$ cat src/rtl/fifo_pkg.sv
// ---------------------------------------------------------------------------
// fifo_pkg
// Shared types for the FIFO family.
//   rd_mode_e    : read-port flavour (standard registered read or FWFT)
//   fifo_cfg_st  : bundle of the elaboration-time configuration of one FIFO
//   ptr_t/cnt_t  : pointer and occupancy types for the default 8-entry FIFO
//                  (one extra bit: wrap bit for pointers, DEPTH for counts)
//   depth_of()   : number of entries for a given address width
// ---------------------------------------------------------------------------
package fifo_pkg;

  typedef enum logic {
    RD_STD  = 1'b0,
    RD_FWFT = 1'b1
  } rd_mode_e;

  typedef struct packed {
    int unsigned w_data;
    int unsigned w_addr;
    logic        fwft;
    int unsigned afull_th;
    int unsigned aempty_th;
  } fifo_cfg_st;

  localparam int unsigned FIFO_W_ADDR = 3;

  typedef logic [FIFO_W_ADDR:0] ptr_t;
  typedef logic [FIFO_W_ADDR:0] cnt_t;

  function automatic int unsigned depth_of(input int unsigned w_addr);
    return 32'd1 << w_addr;
  endfunction

endpackage

$ cat src/rtl/fifo_ram_dp.sv
// ---------------------------------------------------------------------------
// fifo_ram_dp
// Storage array for the FIFO: one synchronous write port, one read port.
// The read is combinational from the array; with REG_RD=1 it is captured in
// an output register on re_i (reset to zero), otherwise it is passed through.
// Ports:
//   clk, rst          clock, asynchronous active-low reset (output reg only)
//   we_i/waddr_i/wdata_i   write port
//   re_i/raddr_i      read enable (registered mode only) and read address
//   rdata_o           read data
// ---------------------------------------------------------------------------
module fifo_ram_dp #(
  parameter int unsigned W_DATA = 5,
  parameter int unsigned W_ADDR = 3,
  parameter bit          REG_RD = 1'b1
) (
  input  logic              clk,
  input  logic              rst,
  input  logic              we_i,
  input  logic [W_ADDR-1:0] waddr_i,
  input  logic [W_DATA-1:0] wdata_i,
  input  logic              re_i,
  input  logic [W_ADDR-1:0] raddr_i,
  output logic [W_DATA-1:0] rdata_o
);

  import fifo_pkg::*;

  localparam int unsigned DEPTH = depth_of(W_ADDR);

  logic [W_DATA-1:0] mem_q [DEPTH];
  logic [W_DATA-1:0] rd_comb;

  // NOTE: the storage array has no reset; occupancy is tracked by the
  // pointers, so stale words are never observable and a reset here would
  // only prevent the array from mapping onto RAM.
  always_ff @(posedge clk) begin
    if (we_i) mem_q[waddr_i] <= wdata_i;
  end

  assign rd_comb = mem_q[raddr_i];

  if (REG_RD) begin : g_reg_rd
    logic [W_DATA-1:0] rdata_d, rdata_q;

    // NOTE: combinational logic uses blocking '=' with a default first so
    // no path leaves the variable unassigned (which would infer a latch);
    // state registers use non-blocking '<=' only.
    always_comb begin
      rdata_d = rdata_q;
      if (re_i) rdata_d = rd_comb;
    end

    always_ff @(posedge clk or negedge rst) begin
      if (!rst) rdata_q <= '0;
      else      rdata_q <= rdata_d;
    end

    assign rdata_o = rdata_q;
  end else begin : g_comb_rd
    logic unused_rd_ctrl;
    assign unused_rd_ctrl = ^{re_i, rst};
    assign rdata_o        = rd_comb;
  end

endmodule

$ cat src/rtl/fifo_sync_cfg.sv
// ---------------------------------------------------------------------------
// fifo_sync_cfg
// Single-clock FIFO with configurable width/depth, standard or FWFT read,
// registered occupancy count, programmable almost-full/almost-empty flags,
// sticky overflow/underflow flags and a synchronous flush.
// Ports:
//   clk, rst            clock (rising edge), asynchronous active-low reset
//   clear_i             synchronous flush (priority over push/pop)
//   push_i, data_i      write request and data
//   pop_i               read request
//   data_o, valid_o     read data and its qualifier (mode dependent)
//   full_o, empty_o     count == DEPTH / count == 0
//   afull_o, aempty_o   count >= AFULL_TH / count <= AEMPTY_TH
//   count_o             occupancy 0..DEPTH
//   ovf_o, udf_o        sticky rejected-push / rejected-pop flags
// ---------------------------------------------------------------------------
module fifo_sync_cfg #(
  parameter int unsigned W_DATA    = 5,
  parameter int unsigned W_ADDR    = 3,
  parameter bit          FWFT      = 1'b0,
  parameter int unsigned AFULL_TH  = 6,
  parameter int unsigned AEMPTY_TH = 1
) (
  input  logic              clk,
  input  logic              rst,
  input  logic              clear_i,
  input  logic              push_i,
  input  logic [W_DATA-1:0] data_i,
  input  logic              pop_i,
  output logic [W_DATA-1:0] data_o,
  output logic              valid_o,
  output logic              full_o,
  output logic              empty_o,
  output logic              afull_o,
  output logic              aempty_o,
  output logic [W_ADDR:0]   count_o,
  output logic              ovf_o,
  output logic              udf_o
);

  import fifo_pkg::*;

  localparam fifo_cfg_st CFG = '{
    w_data:    W_DATA,
    w_addr:    W_ADDR,
    fwft:      FWFT,
    afull_th:  AFULL_TH,
    aempty_th: AEMPTY_TH
  };

  localparam rd_mode_e RD_MODE = CFG.fwft ? RD_FWFT : RD_STD;

  // Pointer/count types sized for this instance's address width.
  typedef logic [W_ADDR:0] ptr_w_t;
  typedef logic [W_ADDR:0] cnt_w_t;

  localparam cnt_w_t AFULL_C  = cnt_w_t'(CFG.afull_th);
  localparam cnt_w_t AEMPTY_C = cnt_w_t'(CFG.aempty_th);

  ptr_w_t wr_ptr_d, wr_ptr_q;
  ptr_w_t rd_ptr_d, rd_ptr_q;
  cnt_w_t count_d,  count_q;
  logic   ovf_d,    ovf_q;
  logic   udf_d,    udf_q;
  logic   valid_d,  valid_q;

  logic full, empty;
  logic push_acc, pop_acc;
  logic we, re;
  logic [W_DATA-1:0] ram_rdata;

  // Wrap-bit pointers: equal means empty; same slot on opposite laps means full.
  assign empty = (wr_ptr_q == rd_ptr_q);
  assign full  = (wr_ptr_q[W_ADDR] != rd_ptr_q[W_ADDR]) &&
                 (wr_ptr_q[W_ADDR-1:0] == rd_ptr_q[W_ADDR-1:0]);

  // A push at full is still taken when a pop frees the slot in the same
  // edge; a pop at empty is never taken, even alongside a push.
  assign pop_acc  = pop_i & ~empty;
  assign push_acc = push_i & (~full | pop_acc);

  // Flush suppresses storage activity so the read register holds its value.
  assign we = push_acc & ~clear_i;
  assign re = pop_acc  & ~clear_i;

  always_comb begin
    wr_ptr_d = wr_ptr_q;
    rd_ptr_d = rd_ptr_q;
    count_d  = count_q;
    ovf_d    = ovf_q;
    udf_d    = udf_q;
    valid_d  = 1'b0;
    if (clear_i) begin
      wr_ptr_d = '0;
      rd_ptr_d = '0;
      count_d  = '0;
      ovf_d    = 1'b0;
      udf_d    = 1'b0;
    end else begin
      if (push_acc) wr_ptr_d = wr_ptr_q + 1'b1;
      if (pop_acc)  rd_ptr_d = rd_ptr_q + 1'b1;
      if (push_acc && !pop_acc) count_d = count_q + 1'b1;
      if (pop_acc && !push_acc) count_d = count_q - 1'b1;
      if (push_i && !push_acc) ovf_d = 1'b1;
      if (pop_i  && !pop_acc)  udf_d = 1'b1;
      valid_d = pop_acc;
    end
  end

  always_ff @(posedge clk or negedge rst) begin
    if (!rst) begin
      wr_ptr_q <= '0;
      rd_ptr_q <= '0;
      count_q  <= '0;
      ovf_q    <= 1'b0;
      udf_q    <= 1'b0;
      valid_q  <= 1'b0;
    end else begin
      wr_ptr_q <= wr_ptr_d;
      rd_ptr_q <= rd_ptr_d;
      count_q  <= count_d;
      ovf_q    <= ovf_d;
      udf_q    <= udf_d;
      valid_q  <= valid_d;
    end
  end

  // The registered read samples the array before the same-edge write lands,
  // so a push+pop at full returns the oldest word.
  fifo_ram_dp #(
    .W_DATA (W_DATA),
    .W_ADDR (W_ADDR),
    .REG_RD (RD_MODE == RD_STD)
  ) u_ram (
    .clk     (clk),
    .rst     (rst),
    .we_i    (we),
    .waddr_i (wr_ptr_q[W_ADDR-1:0]),
    .wdata_i (data_i),
    .re_i    (re),
    .raddr_i (rd_ptr_q[W_ADDR-1:0]),
    .rdata_o (ram_rdata)
  );

  if (RD_MODE == RD_FWFT) begin : g_fwft
    logic unused_valid;
    assign unused_valid = valid_q;
    // Gate the head word so an empty FIFO presents zero rather than stale RAM.
    assign data_o  = empty ? '0 : ram_rdata;
    assign valid_o = ~empty;
  end else begin : g_std
    assign data_o  = ram_rdata;
    assign valid_o = valid_q;
  end

  assign full_o   = full;
  assign empty_o  = empty;
  assign afull_o  = (count_q >= AFULL_C);
  assign aempty_o = (count_q <= AEMPTY_C);
  assign count_o  = count_q;
  assign ovf_o    = ovf_q;
  assign udf_o    = udf_q;

endmodule

$ cat config.mk
export PLATFORM = sky130hd
export DESIGN_NAME = fifo_sync_cfg
export DESIGN_NICKNAME = d
export VERILOG_FILES = /design/src/rtl/fifo_pkg.sv /design/src/rtl/fifo_ram_dp.sv /design/src/rtl/fifo_sync_cfg.sv
export SDC_FILE = /design/constraint.sdc
export NUM_CORES = 1
export LEC_CHECK = 0
export CAP_MARGIN = 20
export CORE_MARGIN = 2
export CORE_UTILIZATION = 40
export CTS_BUF_LIST = sky130_fd_sc_hd__clkbuf_8
export DETAILED_ROUTE_END_ITERATION = 8
export PLACE_DENSITY = 0.59
export SETUP_SLACK_MARGIN = 0.02
export SLEW_MARGIN = 30
export SYNTH_ARGS = -nofsm -noshare
export SYNTH_HDL_FRONTEND = slang
export SYNTH_SLANG_ARGS = --single-unit
$ cat constraint.sdc
create_clock -name clk -period 2.2 [get_ports clk]
set_input_delay 0.33 -clock clk [delete_from_list [all_inputs] [get_ports clk]]
set_output_delay 0.33 -clock clk [all_outputs]
set_load 0.01 [all_outputs]
Yosys cells after proc, flatten, opt, wreduce, memory -nomap -nowiden
Memories as Yosys holds them, arrays and structs flattened. A register that Yosys moved wholly into a read port is not among the register bits.
Index checks and enable logic that the tools add are counted.
{"block": "word_totals", "reg_bits": 15, "mem_bits_rw": 40, "wordCells": 51, "mem_count": 1}
{"block": "op_classes", "add_sub_neg": 4, "n_lt_le_gt_ge": 2, "n_eq_ne": 3, "muxes": 14, "n_bitwise": 8, "n_reduce_logical": 13}
{"name": "u_ram.mem_q", "depth": 8, "width": 5, "rd": 1, "rd_ports_with_merged_regs": 1, "wr": 1, "line_no": "fifo_ram_dp.sv:31", "text": "logic [W_DATA-1:0] mem_q [DEPTH];"}
{"cell": "2-to-1 mux 4 bit", "count": 7}
{"cell": "adder 4 x 1 -> 4 bit (second input constant)", "count": 3}
{"cell": "nonzero test 2 bit", "count": 4}
{"cell": "2-to-1 mux 1 bit", "count": 7}
{"cell": "logical AND 1 bit", "count": 5}
{"cell": "AND 1 bit", "count": 4}
{"cell": "equality test 4 bit", "count": 1}
{"cell": ">= comparator 4 x 3 -> 1 bit (second input constant)", "count": 1}
{"cell": "less-or-equal comparator 4 x 1 -> 1 bit (second input constant)", "count": 1}
{"cell": "subtractor 4 x 1 -> 4 bit (second input constant)", "count": 1}
{"cell": "equality test 3 bit", "count": 1}
{"cell": "logical NOT 1 bit", "count": 3}
{"cell": "NOT 1 bit", "count": 3}
{"cell": "nonzero test 3 bit", "count": 1}
{"cell": "inequality test 1 bit", "count": 1}
{"cell": "OR 1 bit", "count": 1}

Depth between registers and ports, before layout
Gate-level depths: netlist (run 1).
{"block": "depth", "depth_word": 9, "depth_mapped": 7, "ltp_nobuf": 7}

Cells and area by module
From an unflattened synthesis (run 1), not the netlist that was laid out.
{"block": "unflattened", "hier_cells": 198, "hier_area_um2": 2702.6}
{"module": "fifo_ram_dp", "n_inst": 1, "cells_each": 105, "area_each_um2": 1771.7, "seq_area_each_um2": 1326.3}
{"module": "fifo_sync_cfg", "n_inst": 1, "cells_each": 93, "area_each_um2": 930.9, "seq_area_each_um2": 375.4}

Worst setup path before layout (run 1)
No wires, ideal clock.
{"block": "synth_path", "path_kind": "register to register", "from": "register wr_ptr_q[1]", "to": "memory u_ram.mem_q[2][0] (enable)", "t_arrival_ps": 1656, "required_time_ps": 1817, "path_slack_ps": 161, "path_stages_with_launch": 6, "n_path_buf": 1, "path_cell_list": "dfrtp_1 > buf_6 > xnor2_2 > nand4_2 > o21ai_4 > nor4b_1"}
{"block": "synth_via", "elab_chain_cells": 8}
{"item": "start: declaration", "line_no": "fifo_sync_cfg.sv:60", "text": "ptr_w_t wr_ptr_d, wr_ptr_q;"}
{"item": "start signal: assignment", "line_no": "fifo_sync_cfg.sv:119", "text": "wr_ptr_q <= wr_ptr_d;"}
{"item": "equality test 4 bit / equality test 3 bit (equally long branches)", "line_no": "fifo_sync_cfg.sv:73, fifo_sync_cfg.sv:75"}
{"item": "NOT 1 bit / logical AND 1 bit (equally long branches)", "line_no": "fifo_sync_cfg.sv:79, fifo_sync_cfg.sv:74"}
{"item": "AND 1 bit / NOT 1 bit (equally long branches)", "line_no": "fifo_sync_cfg.sv:79, fifo_sync_cfg.sv:80"}
{"item": "OR 1 bit", "line_no": "fifo_sync_cfg.sv:80", "text": "assign push_acc = push_i & (~full | pop_acc);"}
{"item": "AND 1 bit", "line_no": "fifo_sync_cfg.sv:80"}
{"item": "AND 1 bit", "line_no": "fifo_sync_cfg.sv:83", "text": "assign we = push_acc & ~clear_i;"}
{"item": "2-to-1 mux 1 bit", "line_no": "fifo_ram_dp.sv:38", "text": "if (we_i) mem_q[waddr_i] <= wdata_i;"}
{"item": "2-to-1 mux 1 bit (not written as such)", "line_no": "fifo_ram_dp.sv:38"}
{"item": "end: declaration", "line_no": "fifo_ram_dp.sv:31"}
Several ways; a longest one is shown, not always the timed one.

Worst setup path after layout (run 1)
{"block": "layout_path", "from": "register rd_ptr_q[2]", "to": "output port full_o"}
{"block": "layout_via", "elab_chain_cells": 2}
{"item": "start: declaration", "line_no": "fifo_sync_cfg.sv:61", "text": "ptr_w_t rd_ptr_d, rd_ptr_q;"}
{"item": "start signal: assignment", "line_no": "fifo_sync_cfg.sv:120", "text": "rd_ptr_q <= rd_ptr_d;"}
{"item": "equality test 3 bit", "line_no": "fifo_sync_cfg.sv:75", "text": "(wr_ptr_q[W_ADDR-1:0] == rd_ptr_q[W_ADDR-1:0]);"}
{"item": "logical AND 1 bit", "line_no": "fifo_sync_cfg.sv:74", "text": "assign full = (wr_ptr_q[W_ADDR] != rd_ptr_q[W_ADDR]) &&"}
{"item": "end: declaration", "line_no": "fifo_sync_cfg.sv:32", "text": "output logic full_o,"}
No other way between the ends.

==> results of run 1 <==
cells in the final DEF, fill, tap and decap left out, drive strengths merged, types with 3 or more instances in the layout:
cell           Yosys  layout
edfxtp            40      40
buf                7      27
clkdlybuf4s50      0      23
dfrtp             20      20
nor2              15      15
nand2             10      10
mux4              10      10
o21ai             10      10
clkbuf             3       9
inv                6       8
mux2i              7       7
xor2               7       7
ha                 6       6
nor3               5       5
nand3              5       5
nand2b             4       4
xnor2              4       4
a21oi              3       3
clkinvlp           0       3
through the flow:
step,total power [W],setup slack [ns],instance area (µm²),utilization,cells
2_1_floorplan,0.00182,0.161,2740,-,187
3_3_place_gp,0.00215,0.0878,3180,0.474,301
3_5_place_dp,0.00216,0.0367,3180,0.474,301
4_1_cts,0.00321,0.0314,3450,0.513,323
5_1_grt,0.00335,0.0169,3490,0.519,325
6_report,0.00319,0.120,3490,0.519,325
layout make-up:
type                       count  area, µm²
timing repair buffer          52        454
clock buffer                   9        124
clock inverter                 7       75.1
fill                         587       3230
inverter                       6       25.0
sequential                    60       1710
tap                           80        100
multi-input combinational    111       1000
kinds of logic after synthesis:
kind of cell	count (synthesis)
compound gates	22
xor+xnor	11
fa+ha+maj	6
buf+inv	16
flops	60
mux	19
simple gates	53
flip-flops by register name (all words and copies together) (netlist names):
register	cells
count_o	4
ovf_o	1
rd_ptr_q	4
u_ram.mem_q	40
u_ram.rdata_o	5
udf_o	1
valid_o	1
wr_ptr_q	4
critical path, cell delays in order, from the launching register on:
cell and delay (ns):
dfrtp_2 0.46, xnor2_4 0.23, nand4_4 0.13, inv_1 0.07, clkdlybuf4s50_1 0.52
power breakdown:
| part | switching, W | internal (W) |
|---|---|---|
| Sequential | 0.0000756 | 0.00130 |
| Combinational | 0.000381 | 0.000436 |
| Clock | 0.000471 | 0.000528 |
| Total | 0.000927 | 0.00226 |
path summary, 6_finish.rpt:
kind	endpoint	slack (ns)	depth (start not counted)
setup / recovery	full_o	0.12	4
hold / removal	u_ram.rdata_o[4]	0.32	2
setup reg to reg	u_ram.mem_q[4][4]	0.23	5
hold reg to reg	u_ram.rdata_o[2]	0.48	2
max in group asynchronous	rd_ptr_q[0]	1.64	2
min in group clk	u_ram.rdata_o[2]	0.48	2
what timing repair did:
item / CTS / global route
buffers inserted: 6 / 2
pin swaps: 5 / 2
setup endpoints to repair: 3 / 2
resized for setup: 5 / 5
per-layer routing:
metal / vias up / global-route usage / share of wire / wire, µm
met3: 10 / 0.0314 / 0.026 / 141
met5: - / 0 / 0 / 0
met1: 804 / 0.212 / 0.48 / 2590
met4: 0 / 0.107 / 0.031 / 166
li1: 810 / - / - / -
met2: 27 / 0.224 / 0.46 / 2470
==> impl_results.md, run 1 <==
- Crit end category: output pin
- Clk buf depth: 2
- Routability congestion estimate from global placement: 0.798
- Routed wire per std cell: between 15 and 20 µm
- Status: finished, final reports clean
- Compound-Gate Fraction of Synth Area: 0.0552
- PD cells: 915 mW/mm²
- Xor-xnor portion of the synthesized cell area: 0.0474
- Origin of the critical flop-to-flop path: wr_ptr_q[3]
- Total Wirelength: between 5000 and 6000 µm
- Count of final hold-check violations: 0
- Post-synthesis adder-cell area fraction: 0.0274
- Hold Path Class: input port to asynchronous set/reset pin
- Critical Path AT: roughly 1.8 ns
- Worst hold slack: about 0.32 ns
- RSZ-0062 raised after global routing: no
- Worst Max-Slew Pin Slew: 0.704 ns
- Register area share after synthesis: 0.620
- Post-Synth Simple-Gate Area: 0.105
- Synth cell types: 46
- Worst slew margin: 0.527
- IO buf count: 25
- Root Buffer: clkbuf_8
- Die width: 86.8 µm
- Primary FF master, synth: edfxtp_1
- TNS Setup: 0 ns
- Synth Instances: 187
- Mapped Area: 0.00274 mm²
- TritonCTS clock tree: done
- Top cells by area, synth: edfxtp_1 44%, dfrtp_1 18%, mux4_2 8.2%
- Total track usage: 0.156
- WP data required: 1.87 ns
- Area Overhead vs Synth: 27.1%
- TritonCTS Sinks: 60
- Initial DRC Count: 65
- Reg clk slew, reported paths: 0.08 ns
- Cell taking the most area after synthesis: edfxtp_1
- DR vias/cell: 5.08
- H-tree Lvls: 3
- Syn nets: 203
- CP max FO: 3
- Most frequent cells after synthesis: 40 x edfxtp_1, 20 x dfrtp_1, 15 x nor2_1, 10 x mux4_2, 10 x nand2_1
- Max_cap viols: 0
- Drt pass-1 iters: 4
- Antenna diode count: 0
- GR Overflow Total: 0
- Layout cells sized above 1: 0.273
- Die area: 0.00754 mm²
- Die Y: 86.8 µm
- CTS Buf Count: 9
- I/O pin cnt: 26
- Top-count cell post-synth: edfxtp_1
- DRC Markers: 0
- HPWL after DPL: 3600 µm
- Final net count: 256
- Leakage power: about 1.3 nW
- Startpoint Class: flip-flop
- Synth top area share: 0.438
- Cts hold-fix bufs: 0
- Via count of the first global-routing pass: 1600
- Global-route wire length before repair: 8450 µm
- Crit path from: rd_ptr_q[2]
- Post-synth EDFFs: 40
- Clk_skew: 0.0139 ns
- Ys async rst share: 0.333
- Row Count: 30
- Largest family of logic cells by synthesized area: multiplexers
- Yosys warnings: 0
- Antenna-violating nets left: 0
- Core Area: 0.00672 mm²
- Worst IR drop on VDD: ~0.00029 V
- Mux share of post-synthesis cell area: 0.116
- Clk_lat worst skew: approximately 0.35 ns
- Syn avg cell area: 14.7 µm²
- Final period util: 0.946
- Fin. max-slew vios: 0
- Flops & latches, synth: 60
- Largest net degree at the start of global routing: 21
- Initial antenna violation count: 0
- Fmax: 481 MHz
- Via count: 1651
- Crit path time final: 2.08 ns
- Initial Util: 0.408
- Crit Path Class: flip-flop to output pin
- Setup violators final: 0
(Power assumes the default switching activity.)
==> run 2: changes to the inputs <==
Settings changed: CAP_MARGIN 20 to 5, CTS_CLUSTER_DIAMETER set to 150.
==> results of run 2 <==
No change in the layout: final DEF, timing and power equal those of run 1.
